===== config.mk =====
export PLATFORM = sky130hd
export DESIGN_NAME = bsr_meta_walker
export DESIGN_NICKNAME = d
export VERILOG_FILES = /design/src/rtl/bsr_meta_walker.sv
export SDC_FILE = /design/constraint.sdc
export NUM_CORES = 1
export LEC_CHECK = 0
export ABC_AREA = 1
export BUFFER_PORTS_ARGS = -buffer_cell sky130_fd_sc_hd__clkbuf_2
export CAP_MARGIN = 10
export CORE_ASPECT_RATIO = 1.4
export CORE_MARGIN = 3
export CORE_UTILIZATION = 55
export CTS_CLUSTER_DIAMETER = 100
export DETAILED_ROUTE_END_ITERATION = 12
export PLACE_DENSITY_LB_ADDON = 0.3
export SYNTH_ARGS = -nofsm -noshare
export SYNTH_HDL_FRONTEND = slang
export SYNTH_SLANG_ARGS = --single-unit
export TNS_END_PERCENT = 100

===== constraint.sdc =====
create_clock -name clk -period 4.9 [get_ports clk]
set_input_delay 0.245 -clock clk [delete_from_list [all_inputs] [get_ports clk]]
set_output_delay 0.245 -clock clk [all_outputs]
set_load 0.05 [all_outputs]

===== src/rtl/bsr_meta_walker.sv =====
// Walks BSR row_ptr/col-index metadata in the metadata cache and emits one job
// per non-zero block over a valid/ready handshake.
module bsr_meta_walker #(
  parameter int                ADDR_W      = 8,
  parameter logic [ADDR_W-1:0] ROWPTR_BASE = 8'h00,
  parameter logic [ADDR_W-1:0] COLIDX_BASE = 8'h40,
  parameter int                MAX_ROWS    = 63,
  parameter int                MAX_NNZ     = 256
) (
  input  logic              clk,
  input  logic              rst_n,
  input  logic              start,
  input  logic [15:0]       cfg_num_block_rows,
  output logic              busy,
  output logic              done,
  output logic              err,
  output logic [1:0]        err_code,
  output logic [ADDR_W-1:0] meta_raddr,
  output logic              meta_ren,
  input  logic [31:0]       meta_rdata,
  input  logic              meta_rvalid,
  output logic              job_valid,
  input  logic              job_ready,
  output logic [15:0]       job_block_row,
  output logic [15:0]       job_block_col,
  output logic [15:0]       job_block_idx,
  output logic              job_last
);

  typedef enum logic [2:0] {
    IDLE     = 3'd0,
    RD_PTR   = 3'd1,
    WAIT_PTR = 3'd2,
    RD_COL   = 3'd3,
    WAIT_COL = 3'd4,
    EMIT     = 3'd5,
    DONE     = 3'd6
  } state_t;

  state_t            state_r;
  logic [15:0]       r_r, n_r, k_r, ptr_lo_r, ptr_hi_r;
  logic              need_first_r, col_vld_r;
  logic [7:0]        col_w_r;
  logic [31:0]       col_word_r;
  logic              busy_r, done_r, err_r, meta_ren_r, job_valid_r, job_last_r;
  logic [1:0]        err_code_r;
  logic [ADDR_W-1:0] meta_raddr_r;
  logic [15:0]       job_row_r, job_col_r, job_idx_r;

  logic [15:0]       step_k_s, step_hi_s, ptr_off_s;
  logic              step_more_s, step_hit_s, step_last_s, ptr_bad_s, do_step_s, row_last_s;
  logic [ADDR_W-1:0] ptr_addr_s, col_addr_s;

  function automatic logic [15:0] pick_half(input logic [31:0] word, input logic odd);
    if (odd) begin
      return word[31:16];
    end else begin
      return word[15:0];
    end
  endfunction

  // Row-step operands: fresh pointers from the cache, or the next k of the current row
  always_comb begin
    step_k_s  = k_r + 16'd1;
    step_hi_s = ptr_hi_r;
    if (state_r == WAIT_PTR) begin
      step_k_s  = ptr_lo_r;
      step_hi_s = meta_rdata[15:0];
    end else begin
      step_k_s  = k_r + 16'd1;
      step_hi_s = ptr_hi_r;
    end
  end

  assign row_last_s  = (r_r == n_r - 16'd1);
  assign step_more_s = (step_k_s < step_hi_s);
  assign step_hit_s  = col_vld_r && (col_w_r == step_k_s[8:1]);
  assign step_last_s = row_last_s && (step_k_s == step_hi_s - 16'd1);
  assign ptr_bad_s   = (meta_rdata[15:0] < ptr_lo_r) || (meta_rdata[15:0] > 16'(MAX_NNZ));
  assign do_step_s   = ((state_r == WAIT_PTR) && meta_rvalid && !need_first_r && !ptr_bad_s) ||
                       ((state_r == EMIT) && job_ready);
  assign ptr_off_s   = need_first_r ? r_r : r_r + 16'd1;
  assign ptr_addr_s  = ROWPTR_BASE + ptr_off_s[ADDR_W-1:0];
  assign col_addr_s  = COLIDX_BASE + ADDR_W'(k_r[8:1]);

  // Walker FSM with all outputs registered
  always_ff @(posedge clk) begin
    if (!rst_n) begin
      state_r      <= IDLE;
      r_r          <= 16'd0;
      n_r          <= 16'd0;
      k_r          <= 16'd0;
      ptr_lo_r     <= 16'd0;
      ptr_hi_r     <= 16'd0;
      need_first_r <= 1'b0;
      col_vld_r    <= 1'b0;
      col_w_r      <= 8'd0;
      col_word_r   <= 32'd0;
      busy_r       <= 1'b0;
      done_r       <= 1'b0;
      err_r        <= 1'b0;
      err_code_r   <= 2'd0;
      meta_ren_r   <= 1'b0;
      meta_raddr_r <= '0;
      job_valid_r  <= 1'b0;
      job_row_r    <= 16'd0;
      job_col_r    <= 16'd0;
      job_idx_r    <= 16'd0;
      job_last_r   <= 1'b0;
    end else begin
      done_r     <= 1'b0;
      meta_ren_r <= 1'b0;
      case (state_r)
        IDLE: begin
          if (start) begin
            err_r        <= 1'b0;
            err_code_r   <= 2'd0;
            r_r          <= 16'd0;
            n_r          <= cfg_num_block_rows;
            need_first_r <= 1'b1;
            col_vld_r    <= 1'b0;
            busy_r       <= 1'b1;
            if (cfg_num_block_rows == 16'd0) begin
              state_r <= DONE;
              done_r  <= 1'b1;
            end else if (cfg_num_block_rows > 16'(MAX_ROWS)) begin
              err_r      <= 1'b1;
              err_code_r <= 2'd1;
              state_r    <= DONE;
              done_r     <= 1'b1;
            end else begin
              state_r <= RD_PTR;
            end
          end
        end
        RD_PTR: begin
          meta_ren_r   <= 1'b1;
          meta_raddr_r <= ptr_addr_s;
          state_r      <= WAIT_PTR;
        end
        WAIT_PTR: begin
          if (meta_rvalid) begin
            if (need_first_r) begin
              ptr_lo_r     <= meta_rdata[15:0];
              need_first_r <= 1'b0;
              state_r      <= RD_PTR;
            end else if (meta_rdata[15:0] < ptr_lo_r) begin
              err_r      <= 1'b1;
              err_code_r <= 2'd2;
              state_r    <= DONE;
              done_r     <= 1'b1;
            end else if (ptr_bad_s) begin
              err_r      <= 1'b1;
              err_code_r <= 2'd3;
              state_r    <= DONE;
              done_r     <= 1'b1;
            end else begin
              ptr_hi_r <= meta_rdata[15:0];
            end
          end
        end
        RD_COL: begin
          meta_ren_r   <= 1'b1;
          meta_raddr_r <= col_addr_s;
          state_r      <= WAIT_COL;
        end
        WAIT_COL: begin
          if (meta_rvalid) begin
            col_word_r  <= meta_rdata;
            col_w_r     <= k_r[8:1];
            col_vld_r   <= 1'b1;
            job_valid_r <= 1'b1;
            job_row_r   <= r_r;
            job_col_r   <= pick_half(meta_rdata, k_r[0]);
            job_idx_r   <= k_r;
            job_last_r  <= row_last_s && (k_r == ptr_hi_r - 16'd1);
            state_r     <= EMIT;
          end
        end
        EMIT: begin
          if (job_ready) begin
            job_valid_r <= 1'b0;
          end
        end
        DONE: begin
          busy_r  <= 1'b0;
          state_r <= IDLE;
        end
        default: state_r <= IDLE;
      endcase

      // Row step: emit from the cached word, fetch a new word, or advance the row
      if (do_step_s) begin
        k_r <= step_k_s;
        if (step_more_s) begin
          if (step_hit_s) begin
            job_valid_r <= 1'b1;
            job_row_r   <= r_r;
            job_col_r   <= pick_half(col_word_r, step_k_s[0]);
            job_idx_r   <= step_k_s;
            job_last_r  <= step_last_s;
            state_r     <= EMIT;
          end else begin
            state_r <= RD_COL;
          end
        end else begin
          ptr_lo_r <= step_hi_s;
          r_r      <= r_r + 16'd1;
          if (r_r + 16'd1 == n_r) begin
            state_r <= DONE;
            done_r  <= 1'b1;
          end else begin
            state_r <= RD_PTR;
          end
        end
      end
    end
  end

  assign busy          = busy_r;
  assign done          = done_r;
  assign err           = err_r;
  assign err_code      = err_code_r;
  assign meta_ren      = meta_ren_r;
  assign meta_raddr    = meta_raddr_r;
  assign job_valid     = job_valid_r;
  assign job_block_row = job_row_r;
  assign job_block_col = job_col_r;
  assign job_block_idx = job_idx_r;
  assign job_last      = job_last_r;

endmodule


# Yosys cells after proc, flatten, opt, wreduce, memory -nomap -nowiden
# Cells that the tools add are included.
# Widths: inputs -> output; s select.
[op_classes] eq_ne=21 magnitude_cmp=4 muxes=88 reduce_logical=26 n_bitwise=3 n_addsub=6
[ops] operator="$mux 16" n=28
[ops] operator="$eq 16x16->1" n=4
[ops] operator="$sub 16x1->16 const B" n=3
[ops] operator="$mux 3" n=12
[ops] operator="$mux 1" n=33
[ops] operator="$add 16x1->16 const B" n=2
[ops] operator="$lt 16x16->1" n=2
[ops] operator="$pmux 3 s6" n=1
[ops] operator="$gt 16x6->1 const B" n=1
[ops] operator="$gt 16x9->1 const B" n=1
[ops] operator="$logic_not 16->1" n=1
[ops] operator="$pmux 8 s2" n=1
[ops] operator="$reduce_and 5->1" n=3
[ops] operator="$ne 3x3->1 const B" n=4
[ops] operator="$pmux 1 s2" n=6
[ops] operator="$mux 2" n=5
[ops] operator="$ne 2x2->1 const B" n=5
[ops] operator="$eq 3x3->1 const B" n=3
[ops] operator="$add 7x8->8 const A" n=1
[ops] operator="$eq 8x8->1" n=1
[ops] operator="$mux 8" n=1
[ops] operator="$reduce_bool 2->1" n=4
[ops] operator="$logic_and 1x1->1" n=7
[ops] operator="$eq 3x2->1 const B" n=2
[ops] operator="other kinds (10)" n=17
[totals] wordCells=169 register_bits=189 in_bits=53

# Longest topological paths before layout
# Gate-level depths: netlist of the first run.
[depth] depth_word=10 depth_mapped=21 depth_no_buf=19

# Worst setup path before layout of the first run
# Ideal clock, no wire load.
[synth_path] kind="register -> register" startpoint="register state_r[0]" endpoint="register job_idx_r[10], in the netlist job_block_idx[10]" required_time_ns=4.777 setup_ns=0.123 n_path_buf=5 stages_incl_launch_ff=18 synth_period_minus_slack_ns=3.148 arrival_ns=3.025 setup_slack_ns=1.752 path_cell_list="dfxtp_1 nor2_4 nand2_4 buf_6 buf_6 buf_6 buf_4 o21ai_0 inv_1 ha_1 a21oi_1 o21ai_0 a21oi_1 a21boi_0 nand3_2 nand2_1 buf_2 a21oi_1"
[synth_rtl] element="start, declared" line_no="40" source="state_t state_r;"
[synth_rtl] element="start signal, assigned" line_no="89" source="state_r <= IDLE;"
[synth_rtl] element="start signal, assigned" line_no="124" source="state_r <= DONE;"
[synth_rtl] element="start signal, assigned" line_no="129" source="state_r <= DONE;"
[synth_rtl] element="$eq 3x2->1" line_no="66" source="if (state_r == WAIT_PTR) begin"
[synth_rtl] element="$mux 16" line_no="66"
[synth_rtl] element="net step_k_s[9]" line_no="50" source="logic [15:0] step_k_s, step_hi_s, ptr_off_s;"
[synth_rtl] element="$lt 16x16->1" line_no="76" source="assign step_more_s = (step_k_s < step_hi_s);"
[synth_rtl] element="$mux 16" line_no="195" source="if (step_more_s) begin"
[synth_rtl] element="$mux 16" line_no="193" source="if (do_step_s) begin"
[synth_rtl] element="end signal, assigned" line_no="175" source="job_idx_r <= k_r;"
[synth_rtl] element="end signal, assigned" line_no="200" source="job_idx_r <= step_k_s;"
[synth_rtl] element="end, declared" line_no="48" source="logic [15:0] job_row_r, job_col_r, job_idx_r;"
# The timed path passes the listed nets, and every way through them passes these cells.
# A chain may end at the register's enable or synchronous reset.

# Final worst setup path of the first run
[layout_path] startpoint="register k_r[0]" endpoint="register job_row_r[10], in the netlist job_block_row[10]"
[layout_rtl] element="start, declared" line_no="41" source="logic [15:0] r_r, n_r, k_r, ptr_lo_r, ptr_hi_r;"
[layout_rtl] element="start signal, assigned" line_no="194" source="k_r <= step_k_s;"
[layout_rtl] element="$add 16x1->16" line_no="70" source="step_k_s = k_r + 16'd1;"
[layout_rtl] element="$mux 16" line_no="66"
[layout_rtl] element="net step_k_s[15]" line_no="50"
[layout_rtl] element="$lt 16x16->1" line_no="76"
[layout_rtl] element="$mux 16" line_no="195"
[layout_rtl] element="$mux 16" line_no="193"
[layout_rtl] element="end signal, assigned" line_no="173" source="job_row_r <= r_r;"
[layout_rtl] element="end signal, assigned" line_no="198" source="job_row_r <= r_r;"
[layout_rtl] element="end, declared" line_no="48"
# The timed path passes the listed nets, and every way through them passes these cells.

==> reports/summary.md, run 1 <==
Measured in cells, the most critical reg-to-reg path has a length of 19. Of the total synthesized cell area, the portion taken by AND, OR, NAND and NOR gates is 32.12%. The tools report the global routing usage summed across all routing layers as 36.15%.

Of all flip-flops after synthesis, the portion carrying an async set or reset was 0%. After synthesis, the largest area contributor takes up 31.13% of total cell area. The upper clock frequency limit was 227.5 MHz. Across the VDD grid, the largest voltage drop is 0.2814 mV. Number of hold-slack violations in the final timing report: 0. The post-route netlist has 10.22% of its cells at a drive strength greater than 1. The chip height was 181.9 um; the clock tree buffer depth was 2.

Dividing total power by cell area gives a power density of 509.5 nW/um^2. The worst setup path is launched from a register. For the post-detailed-route count of antenna-violating nets, the log shows 0. The via count of the first global-routing pass was 12700; the iteration count of the initial detailed-routing pass was 8. The area growth from synthesis to final layout is 10.80%. The core region is 21440 um^2. The class of the most critical hold timing path is in2reg.

The worst reg2reg path startpoint was k_r[0]. For the worst setup path, the data required time is 5.28 ns. The timing startpoint of the critical path is k_r[0]. The xor-xnor portion of the synthesized cell area was 4.365%; the die area was 23940 um^2. For the max-capacitance violation count, the log shows 0. After detailed routing, the total wire length is 43.96 mm. Counting every sink on the clock net gives 189. Of the total synthesized cell area, the portion taken by full adders, half adders and majority gates is 3.809%.

In this design, the critical path's most frequently occurring cell is sky130_fd_sc_hd__nand2_1. The worst register-to-register path ends at job_block_row[10]. Setup repair after global routing left no endpoint under its margin. The run gives 68.74 mm as the wire length of the first global-routing pass. In the synthesized netlist, mux cells make up 0% of the area. The detailed router finished its first iteration with 1135 violations. The logs give 1952 for the gate count of the mapped netlist and 3784 um^2 for the area of all sequential standard cells. Entering global routing, the biggest net connects 113 pins. The tightest hold path in the finished design has a slack of 0.03816 ns. The synthesized net count came out at 2042.

Sorting the synthesized cells by area gives the leading types as sky130_fd_sc_hd__dfxtp_1 (31%), sky130_fd_sc_hd__nand2_1 (16%), sky130_fd_sc_hd__a21oi_1 (8.2%), sky130_fd_sc_hd__o21ai_0 (8.2%), sky130_fd_sc_hd__nor2_1 (6.4%). The critical path goes through buf_4 -> inv_2 -> nor2_1 -> nand2_1 -> inv_1 -> nand2_1 -> nand2_1 -> nand2_1 -> a21oi_1 -> ha_1 -> a21oi_1 -> o21ai_0 -> a21oi_1 -> a21boi_0 -> nand3_2 -> nor2_4 -> buf_12 -> o21ai_0 -> nor2_1. The largest incremental delay on the critical path was 0.42 ns.

The largest total area in the synthesized netlist belongs to sky130_fd_sc_hd__dfxtp_1. In this run the horizontal extent of the chip is 131.6 um. Overall power consumption after layout is estimated at 6861 uW. At the end of the flow, the number of nets in the layout was 2102. STA classifies the critical path endpoint as a register.

In the global route stage, met1 resource usage came out at 40.37%. Among all flip-flop cells after synthesis, the most frequent one is sky130_fd_sc_hd__dfxtp_1. The reported leakage power came out at 0.006292 uW. The path with the worst hold slack has its endpoint at n_r[12]. The worst setup path is of the reg2reg kind. TritonCTS built the clock tree.

The number of setup buffers added after CTS is 0. The post-synthesis sequential element count works out to 189. The number of buffer cells added on primary ports is 116. Of the synthesized area, sequential elements account for 31.13%. The tools report the fraction of met2 tracks used by global routing as 64.35%.

The yosys synthesis warning count is 0. The multi-input combinational cells in the finished layout cover a total of 7229 um^2. On the final layout, the worst clock skew is 0.01772 ns.

The post-synthesis instance area is 12150 um^2. Summing the areas of all compound-gate instances in the mapped netlist gives 19.10% of the synthesized area. The root buffer cell chosen for the clock tree is sky130_fd_sc_hd__clkbuf_16. Clock-pin slew was measured on the worst setup and hold paths at 0.08 ns.

Placer's final routability congestion estimate: 1.045. Global route total overflow: 0. The slowest cell on the critical path is sky130_fd_sc_hd__dfxtp_1. The clock network latency to the later pin of the worst-skew pair came out at 0.45 ns. For this run, global-route usage on met3 was measured as 5.571%. The floorplan has 63 rows.

For the max-slew violation count, the log shows 0. The flow ran to the end, and the final reports show no timing, DRC or antenna violations. The number of antenna violations at the first check in global routing was 0.

After clock tree synthesis, the repair step resized 0 gates. The number of stages on the worst hold path came out at 3. For this design the top-level I/O count stands at 117.

CTS built an H-tree with a depth of 4. The number of hold buffers added after CTS was 0. The setup-violating endpoint count in the final report came out at 0. The worst path needs 4.396 ns of the cycle, external delays included. The critical path's top delay family was simple AND/OR/NAND/NOR gates.

0 antenna diodes ended up in the layout. The synthesized design contains 0 enable-type register cells. Average cell area after synthesis: 6.227 um^2. The HPWL after detailed placement is 33.01 mm. The number of filler instances in the final layout came out at 2124. The worst path uses 89.72% of the clock period. Most frequent cell after synthesis: sky130_fd_sc_hd__nand2_1. In the final timing run, aggregate negative setup slack is 0 ns. Counting instances in the post-synthesis netlist gives the leading cell types as sky130_fd_sc_hd__nand2_1 (520), sky130_fd_sc_hd__nor2_1 (207), sky130_fd_sc_hd__a21oi_1 (200). Of all nets on the critical path, the largest fanout is 29.

Counting both buffers and inverters, the worst setup path holds a total of 4. The worst hold path begins at cfg_num_block_rows[12]. The total clock buffers created by CTS came out at 17. met2 is the most crowded layer.

Across all register-to-register paths, the minimum setup slack is 0.50 ns. For the worst setup path, the data arrival time is 4.78 ns. By area, the combinational part of the netlist is dominated by simple AND/OR/NAND/NOR gates. Dividing the detail-routed via count by the number of cells gives 5.767. In this run the tightest slew margin relative to its limit is 27.53%. The tools report the count of distinct cell types in the synthesized netlist as 46. Count of vias placed by the detailed router: 13360.

For this configuration, the core starts out at a cell density of 56.69%. Dividing the detail-routed wire length by the instance count gives 18.97 um. The DRC violation count after routing is 0.

Slew at the pin closest to its max-slew limit: 1.087 ns.
placed cells by master (no fill, tap or decap), types with 3 or more instances in the layout:
master / n
sky130_fd_sc_hd__clkbuf_16: 17
sky130_fd_sc_hd__nand3_1: 128
sky130_fd_sc_hd__o211ai_1: 4
sky130_fd_sc_hd__nor2_1: 207
sky130_fd_sc_hd__nand4_1: 23
sky130_fd_sc_hd__dfxtp_1: 189
sky130_fd_sc_hd__xnor2_1: 12
sky130_fd_sc_hd__nand3b_1: 4
sky130_fd_sc_hd__a21oi_1: 200
sky130_fd_sc_hd__inv_1: 183
sky130_fd_sc_hd__nand2_1: 519
sky130_fd_sc_hd__and3_1: 6
sky130_fd_sc_hd__or2_2: 4
sky130_fd_sc_hd__xor2_1: 46
sky130_fd_sc_hd__clkbuf_2: 115
sky130_fd_sc_hd__o21ai_0: 199
sky130_fd_sc_hd__nor2_2: 11
sky130_fd_sc_hd__clkinv_8: 5
sky130_fd_sc_hd__o21ai_1: 11
sky130_fd_sc_hd__inv_2: 4
sky130_fd_sc_hd__buf_4: 24
sky130_fd_sc_hd__a2bb2oi_1: 16
sky130_fd_sc_hd__ha_1: 37
sky130_fd_sc_hd__nand2_4: 3
sky130_fd_sc_hd__nor3_1: 19
sky130_fd_sc_hd__nand2_2: 4
power by group:
group          total (uW)  switching [uW]  leakage [uW]  internal (uW)
sequential           1920             189       0.00153           1730
clock                1430             723      0.000292            702
combinational        3510            2480       0.00447           1040
registers in the layout, summed over array words and instances (netlist names), 8 cells and up:
| name | cells |
|---|---|
| col_word_r | 32 |
| meta_raddr | 8 |
| job_block_col | 16 |
| ptr_hi_r | 16 |
| job_block_row | 16 |
| ptr_lo_r | 16 |
| k_r | 16 |
| r_r | 16 |
| col_w_r | 8 |
| n_r | 16 |
| job_block_idx | 16 |
final cells by class:
cell class / count / share of cell area [%]
multi-input cells: 1476 / 53.68
flip-flops and latches: 189 / 28.10
repair buffers: 140 / 5.760
inverters: 188 / 5.240
clock buffers: 18 / 3.261
well taps: 292 / 2.713
clock inverters: 14 / 1.245
worst reg2reg max path: cells and delay by family, from the launching register on:
| family | cells | cell delay [ns] |
|---|---|---|
| adder cells (fa/ha/maj) | 1 | 0.31 |
| AND/OR/NAND/NOR | 8 | 1.38 |
| buffers and inverters | 4 | 1.01 |
| flip-flops | 1 | 0.42 |
| AO/OA/AOI/OAI | 6 | 1.21 |
logic make-up after synthesis:
| group | count (synthesis) |
|---|---|
| xor+xnor | 59 |
| flops | 189 |
| simple gates | 938 |
| fa+ha+maj | 37 |
| buf+inv | 287 |
| compound gates | 442 |
routing by layer:
layer  wire length, um  up-vias
met2             21670      574
met1             16450     6129
met5                 0        -
li1                  -     6480
met3              2755      179
met4              3084        0
metrics by stage:
step | worst slack, ns | std cells | util (%) | area (um^2)
CTS | 0.6243 | 2317 | 62.81 | 13470
detailed placement | 0.6618 | 2285 | 59.98 | 12860
global route | 0.1502 | 2317 | 62.81 | 13470
global placement | 0.7753 | 2285 | 59.98 | 12860
floorplan | 1.752 | 1952 | - | 12150
finish | 0.5035 | 2317 | 62.81 | 13470
worst max-delay path by stage:
| stage | end | slack [ns] | cells after the start |
|---|---|---|---|
| global placement | job_block_row[10] | 0.78 | 19 |
| CTS | job_block_row[10] | 0.62 | 19 |
| floorplan | job_block_idx[10] | 1.75 | 17 |
| detailed placement | job_block_row[11] | 0.66 | 19 |
| finish | job_block_row[10] | 0.50 | 19 |
| global route | job_block_row[14] | 0.15 | 20 |
Note: power is estimated with default switching activity, not from simulation.
==> inputs of run 2 (changes only) <==
RECOVER_POWER = 25   (was not set)
SKIP_CTS_REPAIR_TIMING = 1   (was not set)
TNS_END_PERCENT = not set   (was 100)
==> run 2 against run 1 <==
Compared with the run above: global-route usage stayed put; largest cell class unchanged; critical path depth stayed put; combinational power hardly changed; sequential power hardly changed; critical path type unchanged; largest power group unchanged; non-clock buffer count stayed put.
==> reports/summary.md, run 2 (synthesis results as in run 1) <==
The flow ran to the end, and the final reports show no timing, DRC or antenna violations. The path with the worst hold slack has its endpoint at n_r[12]. The tools report the start point of the worst hold path as cfg_num_block_rows[12]. The tools report the maximum number of pins on one net before global-route repair as 113 (unchanged). For the clock network power share, the log shows 20.8% (about the same).

The post-layout net count came out at 2102 (unchanged). The run gives 0.51 ns (about the same) as the slack of the worst reg-to-reg path. The clock network latency to the later pin of the worst-skew pair was 0.45 ns (about the same).

Clock transition at the registers of the reported paths: 0.08 ns (about the same). The register ranked first by flip-flop count is col_word_r. The max-capacitance violation count is 0 (unchanged). TritonCTS built the clock tree.

The via count of the first global-routing pass is 12700 (unchanged), and the switching part of the total is 49.45% (+0.069 points). The area growth from synthesis to final layout came out at 10.15%. The run gives 0.01727 ns (-0.0004487 ns) as the worst clock skew on the final layout.

Leaving out fill and tap cells, the most frequent cells in the layout are sky130_fd_sc_hd__nand2_1 (519), sky130_fd_sc_hd__nor2_1 (207), sky130_fd_sc_hd__a21oi_1 (200). The run gives 0 (unchanged) as the post-detailed-route count of antenna-violating nets. Iteration count of the initial detailed-routing pass: 7 (-1).

The critical path class was reg2reg. The worst setup path is captured at a register. The post-detailed-placement half-perimeter wirelength is 33.01 mm (unchanged), and the placed instance area is 12860 um^2 (unchanged). The accumulated negative setup slack is 0 ns (unchanged).

The run gives 227.9 MHz (+0.19%) as the upper clock frequency limit. The logs give 0.006076 uW (-3.4%) for the reported leakage power and 63 (unchanged) for the count of standard-cell rows. The post-detailed-routing wire length was 44.00 mm (about the same); the number of buffer cells added on primary ports was 116 (unchanged). The setup-violating endpoint count in the final report is 0 (unchanged), and the global routing usage summed across all routing layers is 36.15% (unchanged). The power density of the placed cells is 510.6 nW/um^2 (+0.22%). The die area is 23940 um^2 (unchanged), and the fraction of layout cells with a size suffix above 1 is 7.111% (-3.1 points). The tools report the I/O pin count as 117 (unchanged). Clock tree buffer depth: 2 (unchanged).

Class of the most critical hold timing path: in2reg. The fraction of the cycle the final worst path needs was 89.55% (-0.17 points); the relative slew slack was 27.05% (-0.48 points). The logs give 13390 um^2 (-0.59%) for the post-layout instance area and 0 (unchanged) for the number of antenna violations at the first check in global routing. The number of DRC violations after detailed-routing iteration 0 was 1207 (+6.3%). The run gives 0 (unchanged) as the number of hold-slack violations in the final timing report. The cell internal power dissipation was 3456 uW (-0.50%); the share of power burned in registers was 28.1% (about the same). The number of sinks on the clock net is 189 (unchanged), and the die extent in x is 131.6 um (unchanged). The run gives 1.045 (unchanged) as the placer's final routability congestion estimate.

The tools report the total clock buffers created by CTS as 17 (unchanged). The most common cell after layout, fill and taps aside is sky130_fd_sc_hd__nand2_1. The power dissipated by switching net loads was 3380 uW (-0.23%); the mean number of vias per cell was 5.785 (+0.31%). The run gives 4 (unchanged) as the number of H-tree levels.

Clock tree root buffer cell: sky130_fd_sc_hd__clkbuf_16. STA classifies the critical path startpoint as a register. The tools report the largest voltage drop on the vdd net as 0.2822 mV (+0.26%). The number of flip-flops under the largest register name is 32 (unchanged), and the critical path arrival is 4.77 ns (about the same).

For the core box area, the log shows 21440 um^2 (unchanged). The worst reg2reg path startpoint was k_r[0]. The DRC violation count after routing was 0 (unchanged).

The tools report the global route total overflow as 0 (unchanged). The data required time of the worst path was 5.28 ns (about the same). The max-slew violation count is 0 (unchanged). Count of vias placed by the detailed router: 13400 (+0.31%). Chip height: 181.9 um (unchanged).

The run gives 0 (unchanged) as the number of antenna cells inserted. The run gives 51.0% (-0.2 points) as the share of power burned in combinational logic. The wire length of the first global-routing pass was 68.74 mm (unchanged). The run gives 56.69% (unchanged) as the initial core utilization. The number of cells on the worst reg-to-reg path is 19 (unchanged), and the slew at the pin closest to its max-slew limit is 1.094 ns (+0.007267 ns). Setup repair after global routing left no endpoint under its margin. The largest driver fanout on the critical path came out at 29 (unchanged).

The number of stages on the worst hold path was 3 (unchanged); the routed length per instance was 18.99 um (about the same). The tools report the destination of the worst register-to-register timing path as job_block_row[10]. The final critical-path required period came out at 4.388 ns (-0.008370 ns).
## run 2: changes by cell type in the layout (fill, tap and decap cells not counted)
cell	change
sky130_fd_sc_hd__clkbuf_2	-63
sky130_fd_sc_hd__clkbuf_1	+63
## run 2: layer usage
layer	global-route usage, %	up-vias	routed length [um]
met2	64.35	611	21770
met5	0	-	0
li1	-	6480	-
met4	22.28	0	3025
met3	5.571	168	2895
met1	40.37	6145	16300
## run 2: area by class of cell
class | count | area (um^2)
inverters | 188 | 705.7
fillers | 2164 | 8053
repair buffers | 140 | 696.9
clock inverters | 14 | 167.7
clock buffers | 18 | 439.2
multi-input cells | 1476 | 7229
well taps | 292 | 365.4
flip-flops and latches | 189 | 3784
## run 2: how the worst max path moves through the flow
stage / slack, ns / end / from / cells after the start
global route: 0.15 / job_block_row[14] / k_r[0] / 20
global placement: 0.78 / job_block_row[10] / k_r[0] / 19
detailed placement: 0.66 / job_block_row[11] / k_r[0] / 19
floorplan: 1.75 / job_block_idx[10] / state_r[0] / 17
finish: 0.51 / job_block_row[10] / k_r[0] / 19
CTS: 0.62 / job_block_row[10] / k_r[0] / 19
## run 2: power groups by stage
| stage | clock network [uW] | logic, uW | registers, uW |
|---|---|---|---|
| 2_1_floorplan | 0 | 2320 | 2130 |
| 5_1_grt | 1490 | 3880 | 1940 |
| 4_1_cts | 1430 | 3460 | 1920 |
| 3_3_place_gp | 0 | 3420 | 1950 |
| 3_5_place_dp | 0 | 3440 | 1950 |
| 6_report | 1420 | 3490 | 1920 |
## run 2: stage by stage
step	std cells	total power [uW]	hold slack [ns]	setup slack, ns	util, %
after detailed placement	2285	5394	0.4400	0.6618	59.98
after CTS	2317	6810	0.03099	0.6243	62.81
after global routing	2317	7310	0.04418	0.1502	62.44
after global placement	2285	5374	0.4362	0.7753	59.98
after floorplan	1952	4453	0.3896	1.752	-
final	2317	6836	0.03780	0.5119	62.44
## run 2: critical path: stages (launching register included)
cell	delay, ns
sky130_fd_sc_hd__dfxtp_1	0.42
sky130_fd_sc_hd__buf_4	0.33
sky130_fd_sc_hd__inv_2	0.26
sky130_fd_sc_hd__nor2_1	0.34
sky130_fd_sc_hd__nand2_1	0.17
sky130_fd_sc_hd__inv_1	0.16
sky130_fd_sc_hd__nand2_1	0.07
sky130_fd_sc_hd__nand2_1	0.06
sky130_fd_sc_hd__nand2_1	0.06
sky130_fd_sc_hd__a21oi_1	0.23
sky130_fd_sc_hd__ha_1	0.31
sky130_fd_sc_hd__a21oi_1	0.16
sky130_fd_sc_hd__o21ai_0	0.10
sky130_fd_sc_hd__a21oi_1	0.18
sky130_fd_sc_hd__a21boi_0	0.41
sky130_fd_sc_hd__nand3_2	0.18
sky130_fd_sc_hd__nor2_4	0.38
sky130_fd_sc_hd__buf_12	0.25
sky130_fd_sc_hd__o21ai_0	0.11
sky130_fd_sc_hd__nor2_1	0.12
